File: config.mk
export PLATFORM = sky130hd
export DESIGN_NAME = operand_loader
export DESIGN_NICKNAME = d
export VERILOG_FILES = /design/src/rtl/adder_pkg.sv /design/src/rtl/key_conditioner.sv /design/src/rtl/operand_loader.sv
export SDC_FILE = /design/constraint.sdc
export NUM_CORES = 1
export LEC_CHECK = 0
export ABC_AREA = 1
export CORE_MARGIN = 2
export CORE_UTILIZATION = 46
export DETAILED_ROUTE_END_ITERATION = 6
export PLACE_DENSITY = 0.81
export SYNTH_ARGS = -nofsm -noshare
export SYNTH_HDL_FRONTEND = slang
export SYNTH_SLANG_ARGS = --single-unit
File: constraint.sdc
create_clock -name CLK -period 2.1 [get_ports CLK]
set_input_delay 0.315 -clock CLK [delete_from_list [all_inputs] [get_ports CLK]]
set_output_delay 0.315 -clock CLK [all_outputs]
set_load 0.02 [all_outputs]
File: src/rtl/adder_pkg.sv
// Shared types and defaults for the A+B adder front-end.
package adder_pkg;

    localparam int unsigned OPERAND_W               = 8;
    localparam int unsigned DEBOUNCE_CYCLES_DEFAULT = 500000;

    typedef enum logic [1:0] {
        EMPTY   = 2'd0,
        HAVE_A  = 2'd1,
        HAVE_AB = 2'd2
    } state_t;

endpackage

File: src/rtl/key_conditioner.sv
// Active-low pushbutton to one-cycle press strobe: 2-FF sync, optional debounce
// (OPERAND_LOADER_DEBOUNCE_EN), registered falling-edge detect.
module key_conditioner #(
    parameter int unsigned DEBOUNCE_CYCLES = 500000
) (
    input  logic clk,
    input  logic reset,
    input  logic key_n,
    output logic pulse
);

    logic [1:0] sync_q;
    logic       level;
    logic       hist_q;

    if (DEBOUNCE_CYCLES < 2) begin : g_bad_cfg
        $error("key_conditioner: DEBOUNCE_CYCLES must be >= 2");
    end

    always_ff @(posedge clk) begin
        if (reset) begin
            sync_q <= 2'b11;
        end else begin
            sync_q <= {sync_q[0], key_n};
        end
    end

`ifdef OPERAND_LOADER_DEBOUNCE_EN
    localparam int unsigned CntW = $clog2(DEBOUNCE_CYCLES);

    logic            filt_q;
    logic [CntW-1:0] cnt_q;

    // Level is accepted on the cycle the counter would reach DEBOUNCE_CYCLES.
    always_ff @(posedge clk) begin
        if (reset) begin
            filt_q <= 1'b1;
            cnt_q  <= '0;
        end else if (sync_q[1] == filt_q) begin
            cnt_q <= '0;
        end else if (cnt_q == CntW'(DEBOUNCE_CYCLES - 1)) begin
            filt_q <= sync_q[1];
            cnt_q  <= '0;
        end else begin
            cnt_q <= cnt_q + CntW'(1);
        end
    end

    assign level = filt_q;
`else
    assign level = sync_q[1];
`endif

    always_ff @(posedge clk) begin
        if (reset) begin
            hist_q <= 1'b1;
            pulse  <= 1'b0;
        end else begin
            hist_q <= level;
            pulse  <= hist_q & ~level;
        end
    end

endmodule

File: src/rtl/operand_loader.sv
// Two-press operand capture FSM feeding the adder; keys conditioned on CLK.
// Debounce is enabled by defining OPERAND_LOADER_DEBOUNCE_EN.
module operand_loader
    import adder_pkg::*;
#(
    parameter int unsigned N               = OPERAND_W,
    parameter int unsigned DEBOUNCE_CYCLES = DEBOUNCE_CYCLES_DEFAULT
) (
    input  logic         CLK,
    input  logic         reset,
    input  logic [N-1:0] SW,
    input  logic         KEY_LOAD_n,
    input  logic         KEY_CLR_n,
    output logic [N-1:0] op_a,
    output logic [N-1:0] op_b,
    output logic         valid,
    output logic [1:0]   state_o,
    output logic         load_pulse
);

    state_t state_q;
    logic   clr_pulse;

    key_conditioner #(
        .DEBOUNCE_CYCLES(DEBOUNCE_CYCLES)
    ) u_key_load (
        .clk   (CLK),
        .reset (reset),
        .key_n (KEY_LOAD_n),
        .pulse (load_pulse)
    );

    key_conditioner #(
        .DEBOUNCE_CYCLES(DEBOUNCE_CYCLES)
    ) u_key_clr (
        .clk   (CLK),
        .reset (reset),
        .key_n (KEY_CLR_n),
        .pulse (clr_pulse)
    );

    // Clear takes priority over a coincident load, which is dropped.
    always_ff @(posedge CLK) begin
        if (reset || clr_pulse) begin
            state_q <= EMPTY;
            op_a    <= '0;
            op_b    <= '0;
            valid   <= 1'b0;
        end else begin
            case (state_q)
                EMPTY: begin
                    if (load_pulse) begin
                        op_a    <= SW;
                        state_q <= HAVE_A;
                    end
                end
                HAVE_A: begin
                    if (load_pulse) begin
                        op_b    <= SW;
                        state_q <= HAVE_AB;
                        valid   <= 1'b1;
                    end
                end
                HAVE_AB: begin
                    if (load_pulse) begin
                        op_a    <= SW;
                        state_q <= HAVE_A;
                        valid   <= 1'b0;
                    end
                end
                default: begin
                    state_q <= EMPTY;
                    valid   <= 1'b0;
                end
            endcase
        end
    end

    assign state_o = state_q;

endmodule

After elaboration in Yosys (flattened, before gate mapping)
Cells that the tools add are included.
{"block": "word_totals", "reg_bits": 27, "in_bits": 12, "wordCells": 33}
{"block": "op_classes", "n_eq_ne": 5, "mux": 6, "n_bitwise": 5, "reduce_logical": 7}
{"op": "!= test 2 x 1 -> 1 bit (second input constant)", "count": 3}
{"op": "AND reduction 2 bit", "count": 3}
{"op": "2-to-1 mux 2 bit", "count": 2}
{"op": "one-hot mux 2 bit (2 select lines)", "count": 1}
{"op": "NOT 1 bit", "count": 3}
{"op": "one-hot mux 1 bit (3 select lines)", "count": 1}
{"op": "AND reduction 3 bit", "count": 1}
{"op": "bitwise AND 1 bit", "count": 2}
{"op": "== test 2 x 1 -> 1 bit (second input constant)", "count": 1}
{"op": "== test 2 bit (second input constant)", "count": 1}
{"op": "zero test 2 bit", "count": 1}
{"op": "2-to-1 mux 1 bit", "count": 2}
{"op": "OR reduction 2 bit", "count": 1}
{"op": "logical OR 1 bit", "count": 1}

Longest topological paths before layout
{"block": "depth", "word_depth": 4, "ltp_mapped": 6}

By module
A second synthesis with hierarchy kept.
{"block": "hier_totals", "cells_unflattened": 109, "hier_area_um2": 958.4}
{"module": "operand_loader", "n_inst": 1, "cells_each": 89, "area_per_inst_um2": 738.2, "seq_area_each_um2": 380.4}
{"module": "key_conditioner", "n_inst": 2, "cells_each": 10, "area_per_inst_um2": 110.1, "seq_area_each_um2": 80.1}

Worst setup path after synthesis
OpenSTA, ideal clock, no wires.
{"block": "synth_timing", "path_type": "register -> register", "start": "register u_key_load.pulse", "end": "register op_b[0]", "setup_time_ps": 113, "t_arrival_ps": 991, "slack_ps": 996, "stages_incl_launch_ff": 5, "path_buffers": 1, "synth_period_minus_slack_ps": 1104, "path_cell_list": "dfxtp_1 > nand3_2 > buf_6 > nor2_1 > nor2_1"}
{"block": "synth_via", "elab_chain_len": 1}
{"item": "start, declared", "line": "key_conditioner.sv:9", "text": "output logic pulse"}
{"item": "start signal, assigned", "line": "key_conditioner.sv:60", "text": "pulse <= hist_q & ~level;"}
{"item": "AND reduction 2 bit (no line)"}
{"item": "end signal, assigned", "line": "operand_loader.sv:47", "text": "op_b <= '0;"}
{"item": "end signal, assigned", "line": "operand_loader.sv:59", "text": "op_b <= SW;"}
{"item": "end, declared", "line": "operand_loader.sv:15", "text": "output logic [N-1:0] op_b,"}
Every way passes these cells.
A chain may end at the register's enable or synchronous reset.

Worst setup path in the final report
{"block": "layout_timing", "start": "register state_q[0] (netlist: state_o[0])", "end": "output state_o[0]"}
{"item": "start, declared", "line": "operand_loader.sv:21", "text": "state_t state_q;"}
{"item": "start signal, assigned", "line": "operand_loader.sv:45", "text": "state_q <= EMPTY;"}
{"item": "start signal, assigned", "line": "operand_loader.sv:54", "text": "state_q <= HAVE_A;"}
{"item": "start signal, assigned", "line": "operand_loader.sv:60", "text": "state_q <= HAVE_AB;"}
{"item": "end, declared", "line": "operand_loader.sv:17", "text": "output logic [1:0] state_o,"}
No word-level cell between the ends.

==> impl_metrics.toml <==
[power]
power.switching_uw = 184.8
irDropWorstVdd_mv = 0.5047
fin_total_pwr_uw = 823.0
internal_power_uw = 638.3
clockPowerShare_pct = 26.6
power_frac_seq_pct = 64.4
sw_frac_of_total_pct = 22.45
p_leak_nw = 0.5559
p_per_area_mw_per_mm2 = 638.0
combPwrFrac_pct = 9.0

[timing]
fin_crit_sh_pct = 85.53
drv_slew = 0
tightest_slew_ns = 0.5804
hold_viol_final = 0
fmax_ghz = 0.5567
rsz0062_at_grt = "no"
min_period_ns = 1.796
skew_ns = 0.007124
setup-violations-final = 0
slew_headroom_pct = 61.27
tns_ns = 0

[synth]
ys_warn_count = 0
syn_area_um2 = 938.4
synthTopCellsByArea = "dfxtp_1, nor2_1, nand2_1, inv_1, o21ai_0"
synthDistinctLibCells = 14
synth_area_per_cell_um2 = 7.953
ys_ff_latch = 27
yosys.area.top_type = "dfxtp_1"
syn_nets = 130
yosysSeqAreaShare_pct = 57.60
synth_top_area_share_pct = 57.60
synthCells = 118

[clock_tree]
cts.hold.buffers_added = 0
cts-resized-gates = 0
cts_tree = "built"
post-cts-setup-buffer-count = 0
clkTransAtPathRegs_ns = 0.14
clock_path_buffers = 2
root_buffer = "clkbuf_4"
clkSinkCount = 27
cts-buffers-inserted = 3
clk_latency_ns = 0.32
htree_levels = 1

[grt]
track_usage_pct = 15.68
antenna_found_initial = 0
grt_pass1_vias = 705
grt_pass1_wl_mm = 2.904
grt_max_degree = 19
gr-total-overflow = 0

[job]
cap_viol_max_count = 0

[floorplan]
core_area_mm2 = 0.001942
dieArea_mm2 = 0.002417
initial_core_util_pct = 48.32
rows = 16
io_pins = 32
die_x_um = 49.17
die_y_um = 49.17

[route]
first_pass_iters = 4
vias = 817
drcViolationCount = 0
drtIter0Drc = 10
wl_per_cell_um = 10.20
vias_per_cell = 4.590
wl_mm = 1.816
ant_nets = 0

[run_status]
outcome = "finished clean"

[worst_setup_path]
reg2reg_from = "u_key_clr.pulse$_SDFF_PP0_"
worstPathRequired_ns = 1.78
ff2ff_path_depth = 3
cp.arrival_ns = 1.48
crit_family = "buffers and inverters"
worstSetupPathType = "register to output pin"
crit_slowest_cell = "clkdlybuf4s50_1"
worstSetupStartpoint = "state_o[0]$_SDFFE_PP0P_"
crit_fanout = 7
crit_buf_inv = 1
start_kind = "register"
cpPeakStageDelay_ns = 0.68
cp_cell_sequence = "clkdlybuf4s50_1"
path_depth = 1
crit_path_end_kind = "output pin"

[hold_path]
min_delay_path_depth = 2
hold_path.class = "register to register"
worstHoldStart = "u_key_load.hist_q$_SDFF_PP1_"

[finish]
n_fill_cell = 179
drive_above_1_share_pct = 7.947
diodes = 0
finalCoreUtilization_pct = 66.43
layout.nets = 164
finalInstanceArea_mm2 = 0.001290
area_delta_synth_final_pct = 37.47

[placed_design]
port_buffers = 31
gp_congestion = 0.7037
post-dp-hpwl_mm = 1.428
postPlaceCellArea_mm2 = 0.001264
synthesized netlist by cell type (all sizes together):
library cell and n:
or2 6, a21oi 2, nor2 37, inv 14
o21ai 9, buf 2, a21boi 1, dfxtp 27
nand2 18, nand3 2
cell type report:
cell class / count / area (um^2) / share of cell area [%]
inverter: 14 / 52.55 / 4.074
tap: 27 / 33.78 / 2.619
clock buffer: 4 / 26.28 / 2.037
timing repair buffer: 31 / 310.3 / 24.05
multi-input combinational: 75 / 326.6 / 25.32
sequential: 27 / 540.5 / 41.90
per-stage QoR:
step / hold WS, ns / instances / worst slack [ns]
floorplan: 0.3895 / 118 / 0.9963
global route: 0.4414 / 178 / 0.2538
finish: 0.4203 / 178 / 0.3038
CTS: 0.4226 / 178 / 0.3225
detailed placement: 0.4009 / 174 / 0.4226
global placement: 0.3939 / 174 / 0.4777
flip-flops by register name (all words and copies together), names as in the netlist:
signal,flops
u_key_load.hist_q,1
op_a,8
state_o,2
u_key_load.sync_q,2
valid,1
u_key_load.pulse,1
u_key_clr.sync_q,2
op_b,8
u_key_clr.hist_q,1
u_key_clr.pulse,1
power by group through the flow:
stage | Combinational (mW) | Sequential, mW | Clock, mW
6_report | 0.0737 | 0.530 | 0.219
5_1_grt | 0.0803 | 0.532 | 0.242
3_3_place_gp | 0.0721 | 0.541 | 0
2_1_floorplan | 0.0245 | 0.550 | 0
4_1_cts | 0.0743 | 0.531 | 0.219
3_5_place_dp | 0.0742 | 0.542 | 0
worst min-delay path, stage by stage, from the launching register on:
cell	delay (ns)
dfxtp_1	0.32
inv_1	0.04
nor2_1	0.03
routing by layer:
metal	GRT usage [%]	part of all wire [%]	vias up
li1	-	-	422
met1	17.09	40	370
met2	28.38	53	20
met3	2.761	3.7	5
met4	8.571	2.3	0
met5	0	0	-
cell usage in the layout (no fill, tap or decap):
cell type	synthesis	final
o21ai_0	9	9
nand3_2	1	1
clkbuf_4	0	3
nand2_1	17	17
nor2_1	36	36
nand2_2	1	1
clkbuf_1	0	1
a21boi_0	1	1
inv_1	14	14
dfxtp_1	27	27
nor2_2	1	1
a21oi_1	2	2
or2_2	6	6
clkdlybuf4s50_1	0	31
nand3_1	1	1
logic make-up (layout without fill, tap and decap cells):
family	Yosys count	in the layout	share of synthesized area [%]
AOI/OAI and AO/OA	12	12	6.667
buffers and inverters	16	49	7.600
and+or+nand+nor	63	63	28.13
DFF	27	27	57.60
path summary, 6_finish.rpt:
check        slack [ns]                          end
min reg2reg        0.42  u_key_load.pulse$_SDFF_PP0_
min                0.42  u_key_load.pulse$_SDFF_PP0_
max                0.30                   state_o[0]
max reg2reg        0.91         op_a[0]$_SDFFE_PP0P_
Power figures use the tool's default switching activity.
==> RTL edit 1: new RTL, same flow settings <==
Add an input register stage for `SW`, `KEY_LOAD_n` and `KEY_CLR_n`; this delays them by one clock.
--- a/src/rtl/operand_loader.sv
+++ b/src/rtl/operand_loader.sv
@@ -20,2 +20,12 @@
 
+    logic [N-1:0] SW_q;
+    logic KEY_LOAD_n_q;
+    logic KEY_CLR_n_q;
+
+    always_ff @(posedge CLK) begin
+        SW_q         <= SW;
+        KEY_LOAD_n_q <= KEY_LOAD_n;
+        KEY_CLR_n_q  <= KEY_CLR_n;
+    end
+
     state_t state_q;
@@ -28,3 +38,3 @@
         .reset (reset),
-        .key_n (KEY_LOAD_n),
+        .key_n (KEY_LOAD_n_q),
         .pulse (load_pulse)
@@ -37,3 +47,3 @@
         .reset (reset),
-        .key_n (KEY_CLR_n),
+        .key_n (KEY_CLR_n_q),
         .pulse (clr_pulse)
@@ -52,3 +62,3 @@
                     if (load_pulse) begin
-                        op_a    <= SW;
+                        op_a    <= SW_q;
                         state_q <= HAVE_A;
@@ -58,3 +68,3 @@
                     if (load_pulse) begin
-                        op_b    <= SW;
+                        op_b    <= SW_q;
                         state_q <= HAVE_AB;
@@ -65,3 +75,3 @@
                     if (load_pulse) begin
-                        op_a    <= SW;
+                        op_a    <= SW_q;
                         state_q <= HAVE_A;
Function: changed (a bounded check fails within 4 cycles, from zero or initial values and one cycle with reset high).
==> RTL edit 1 against the unedited design <==
- sequential cell count increased by 10
- worst hold slack got worse by 12 ps
- worst setup slack improved by 15 ps
- design area increased by 18%
- wire length increased by 9.3%
- synthesized area increased by 21%
- total power increased by 40%
- critical endpoint is now load_pulse
- largest cell class unchanged
- highest routed layer unchanged
==> RTL edit 1: results (changes against the unedited design) <==
[status]
outcome=finished clean  ; unchanged

[placed_design]
post-dp-hpwl_um=1460  ; was 1430 um
placed_cells=187  ; was 174

[yosys]
synth_compound_area_share_pct=5.49  ; was 6.67%
synth_seq_area_share_pct=65.1  ; was 57.6%
synthTopCellsByCount=37 x dfxtp_1, 36 x nor2_1, 17 x nand2_1  ; was 36 x nor2_1, 27 x dfxtp_1, 17 x nand2_1
synth_nets=140  ; was 130
synth_area_per_cell_sq_um=8.90  ; was 7.95 sq um
yosys-top-cells-area=dfxtp_1 65%, nor2_1 12%, nand2_1 5.6%  ; was dfxtp_1 58%, nor2_1 14%, nand2_1 6.8%
yosysUniqueCellTypes=14  ; unchanged

[timing]
fin_skew_ps=10.1  ; was 7.12 ps
worst_pin_slew_ps=604  ; was 580 ps

[cts]
cts_buffer_depth=2  ; unchanged
insertion_delay_ps=340  ; was 320 ps
cts.sinks=37  ; was 27
cts.clk_slew.worst_paths_ps=100  ; was 140 ps
cts_buffers=5  ; was 3

[global_route]
grt_use_total_pct=17.3  ; was 15.7%
first_global_vias=861  ; was 705
grt_use_met2_pct=31.3  ; was 28.4%
grt_pass1_wl_um=3370  ; was 2900 um

[finish]
antenna_cells=0  ; unchanged
n_fill_cell=202  ; was 179
clk_share_pct=3.38  ; was 2.04%
layoutNonFillerInstCount=195  ; was 178
seq_area_sq_um=741  ; was 541 sq um
clock_buffers=6  ; was 4
reg_top3=SW_q x8, op_a x8, op_b x8  ; was op_a x8, op_b x8
bufAreaShareNonClock_pct=20.4  ; was 24.1%
fin_nets=176  ; was 164

[route]
vias=876  ; was 817
wl_um=1990  ; was 1820 um
dr.first_iter.drc_count=5  ; was 10

[power]
p_leak_nw=0.657  ; was 0.556 nW
ir_worst_vdd_uv=516  ; was 505 uV

[setup_path]
cpPeakStageDelay_ps=650  ; was 680 ps
cp_max_fo=7  ; unchanged

[hold_path]
hp-class=in -> reg  ; was reg -> reg

[floorplan]
die_w_um=53.8  ; was 49.2 um

## RTL edit 1: changes by cell type after synthesis, sizes merged
cell	unedited run	this run
dfxtp	27	37
## RTL edit 1: through the flow
stage | utilization, % | setup WS [ps]
detailed placement | 60.9 | 401
CTS | 63.0 | 301
global placement | 60.9 | 482
floorplan | - | 996
finish | 63.0 | 318
global route | 63.0 | 239
## RTL edit 1: layer usage
metal,up-vias,wire length (um),share of wire (%)
met1,392,780,39
met3,4,108,5.4
li1,457,-,-
met2,23,1050,53
met5,-,0,0
met4,0,42,2.1
## RTL edit 1: worst paths after layout
path	startpoint	end	slack, ps	depth (start not counted)
min	SW[7]	SW_q[7]$_DFF_P_	410	1
max reg2reg	u_key_clr.pulse$_SDFF_PP0_	op_a[7]$_SDFFE_PP0P_	900	3
min reg2reg	u_key_load.sync_q[0]$_SDFF_PP1_	u_key_load.sync_q[1]$_SDFF_PP1_	410	1
max	u_key_load.pulse$_SDFF_PP0_	load_pulse	320	1
## RTL edit 1: kinds of logic (layout without fill, tap and decap cells)
kind of cell,after synthesis,count (layout)
and+or+nand+nor,63,63
AOI/OAI and AO/OA,12,12
buffers and inverters,16,53
DFF,37,37
## RTL edit 1: power breakdown
| part | internal (mW) | switching [mW] | leakage, nW |
|---|---|---|---|
| clock | 0.127 | 0.217 | 0.0320 |
| combinational | 0.0393 | 0.0319 | 0.322 |
| sequential | 0.724 | 0.0103 | 0.304 |
| total | 0.890 | 0.259 | 0.657 |
## RTL edit 1: worst register-to-register path, delay by kind of cell (launching register included)
family	cells	cell delay, ps
simple gates	2	610
flops	1	330
compound gates	1	200
==> RTL edit 2: new RTL, same flow settings <==
Without the edit above. Add a define of `OPERAND_LOADER_DEBOUNCE_EN`.
--- a/src/rtl/key_conditioner.sv
+++ b/src/rtl/key_conditioner.sv
@@ -2,2 +2,4 @@
 // (OPERAND_LOADER_DEBOUNCE_EN), registered falling-edge detect.
+`define OPERAND_LOADER_DEBOUNCE_EN
+
 module key_conditioner #(
Behaviour: not the same (a bounded check fails within 4 cycles, from zero or initial values and one cycle with reset high).
==> RTL edit 2 against the unedited design <==
- die area increased to 3.0 times the old value
- non-clock buffer count increased by 2
- utilization fell by 9.1 points
- worst setup slack better by 75 ps
- sequential share of layout area shrank 4.8 points
- sequential cell count up 40
- wire length grew to 3.3 times the old value
- first-iteration DRC count rose to 14 times the old value
- clock power grew to 6.0 times the old value
- design area grew to 2.8 times the old value
- total power increased to 3.2 times the old value
- synthesized area rose to 3.2 times the old value
- critical path type unchanged
- largest power group is now the clock network
==> RTL edit 2: results (changes against the unedited design) <==
[status]
outcome=finished clean  ; unchanged

[finish]
fin_area_sq_um=3620  ; was 1290 sq um
multi_input_area_share_pct=40.0  ; was 25.3%
nNonClkBuffers=33  ; was 31
seq_area_sq_um=1340  ; was 541 sq um
fin_nets=467  ; was 164
final_layout_size_suffix_gt1_share_pct=10.9  ; was 7.95%
largest_class=multi-input gates  ; was flip-flops and latches

[placed_design]
placed_cell_area_sq_um=3370  ; was 1260 sq um
placed_cells=519  ; was 174
preCtsSetupSlack_ps=477  ; was 423 ps
post-dp-hpwl_um=4180  ; was 1430 um
routabilityCongestion=0.865  ; was 0.704

[setup_path]
r2r_cells=8  ; was 3
crit_arrival_ps=1410  ; was 1480 ps
cpPeakStageDelay_ps=640  ; was 680 ps
r2r_start=u_key_clr.cnt_q[0]$_SDFF_PP0_  ; was u_key_clr.pulse$_SDFF_PP0_
reg2reg_slack_ps=610  ; was 910 ps

[timing]
holdWs_ps=412  ; was 420 ps
fin_skew_ps=8.88  ; was 7.12 ps
fmax_mhz=581  ; was 557 MHz
worst_pin_slew_ps=365  ; was 580 ps

[cts]
root_buffer=clkbuf_8  ; was clkbuf_4
insertion_delay_ps=340  ; was 320 ps
cts.sinks=67  ; was 27

[global_route]
grt_use_met2_pct=28.8  ; was 28.4%
met3_usage_pct=3.74  ; was 2.76%

[yosys]
synth_area_per_cell_sq_um=7.24  ; was 7.95 sq um
yosysUniqueCellTypes=27  ; was 14
synth_nets=426  ; was 130
synth_seq_area_share_pct=44.9  ; was 57.6%
synthTopCellsByCount=99 x nor2_1, 81 x nand2_1, 67 x dfxtp_1  ; was 36 x nor2_1, 27 x dfxtp_1, 17 x nand2_1

[route]
first_pass_iters=5  ; was 4
wl_per_cell_um=11.0  ; was 10.2 um
vias=2625  ; was 817
dr.first_iter.drc_count=143  ; was 10
wl_met2_um=2710  ; was 971 um

[hold_path]
hp-start=u_key_load.sync_q[0]$_SDFF_PP1_  ; was u_key_load.hist_q$_SDFF_PP1_
min_to=u_key_load.sync_q[1]$_SDFF_PP1_  ; was u_key_load.pulse$_SDFF_PP0_

[power]
p_leak_nw=1.33  ; was 0.556 nW
intPower_mw=2.10  ; was 638 uW
ir_worst_vdd_uv=436  ; was 505 uV

[floorplan]
coreArea_sq_um=6310  ; was 1940 sq um

-- RTL edit 2: cell count changes after synthesis, sizes merged, moves of 2 or more --
cell   before  now
nand3       2   24
nand4       0   12
a21oi       2   16
o21ai       9   20
ha          0    2
nor2       37  113
nand2      18   86
xor2        0    7
inv        14   42
dfxtp      27   67
xnor2       0    8
-- RTL edit 2: power by group through the flow --
| stage | Sequential, mW | Combinational, mW | Clock [mW] |
|---|---|---|---|
| 2_1_floorplan | 1.31 | 0.0213 | 0 |
| 3_3_place_gp | 1.31 | 0.0487 | 0 |
| 3_5_place_dp | 1.31 | 0.0496 | 0 |
| 4_1_cts | 1.28 | 0.0503 | 1.33 |
| 5_1_grt | 1.28 | 0.0547 | 1.39 |
| 6_report | 1.28 | 0.0499 | 1.31 |
-- RTL edit 2: cells by family after synthesis --
group	synth area share (%)
flip-flops	44.9
AO/OA/AOI/OAI	6.67
AND/OR/NAND/NOR	36.6
adder cells (fa/ha/maj)	0.838
buffers and inverters	6.58
XOR/XNOR	4.40
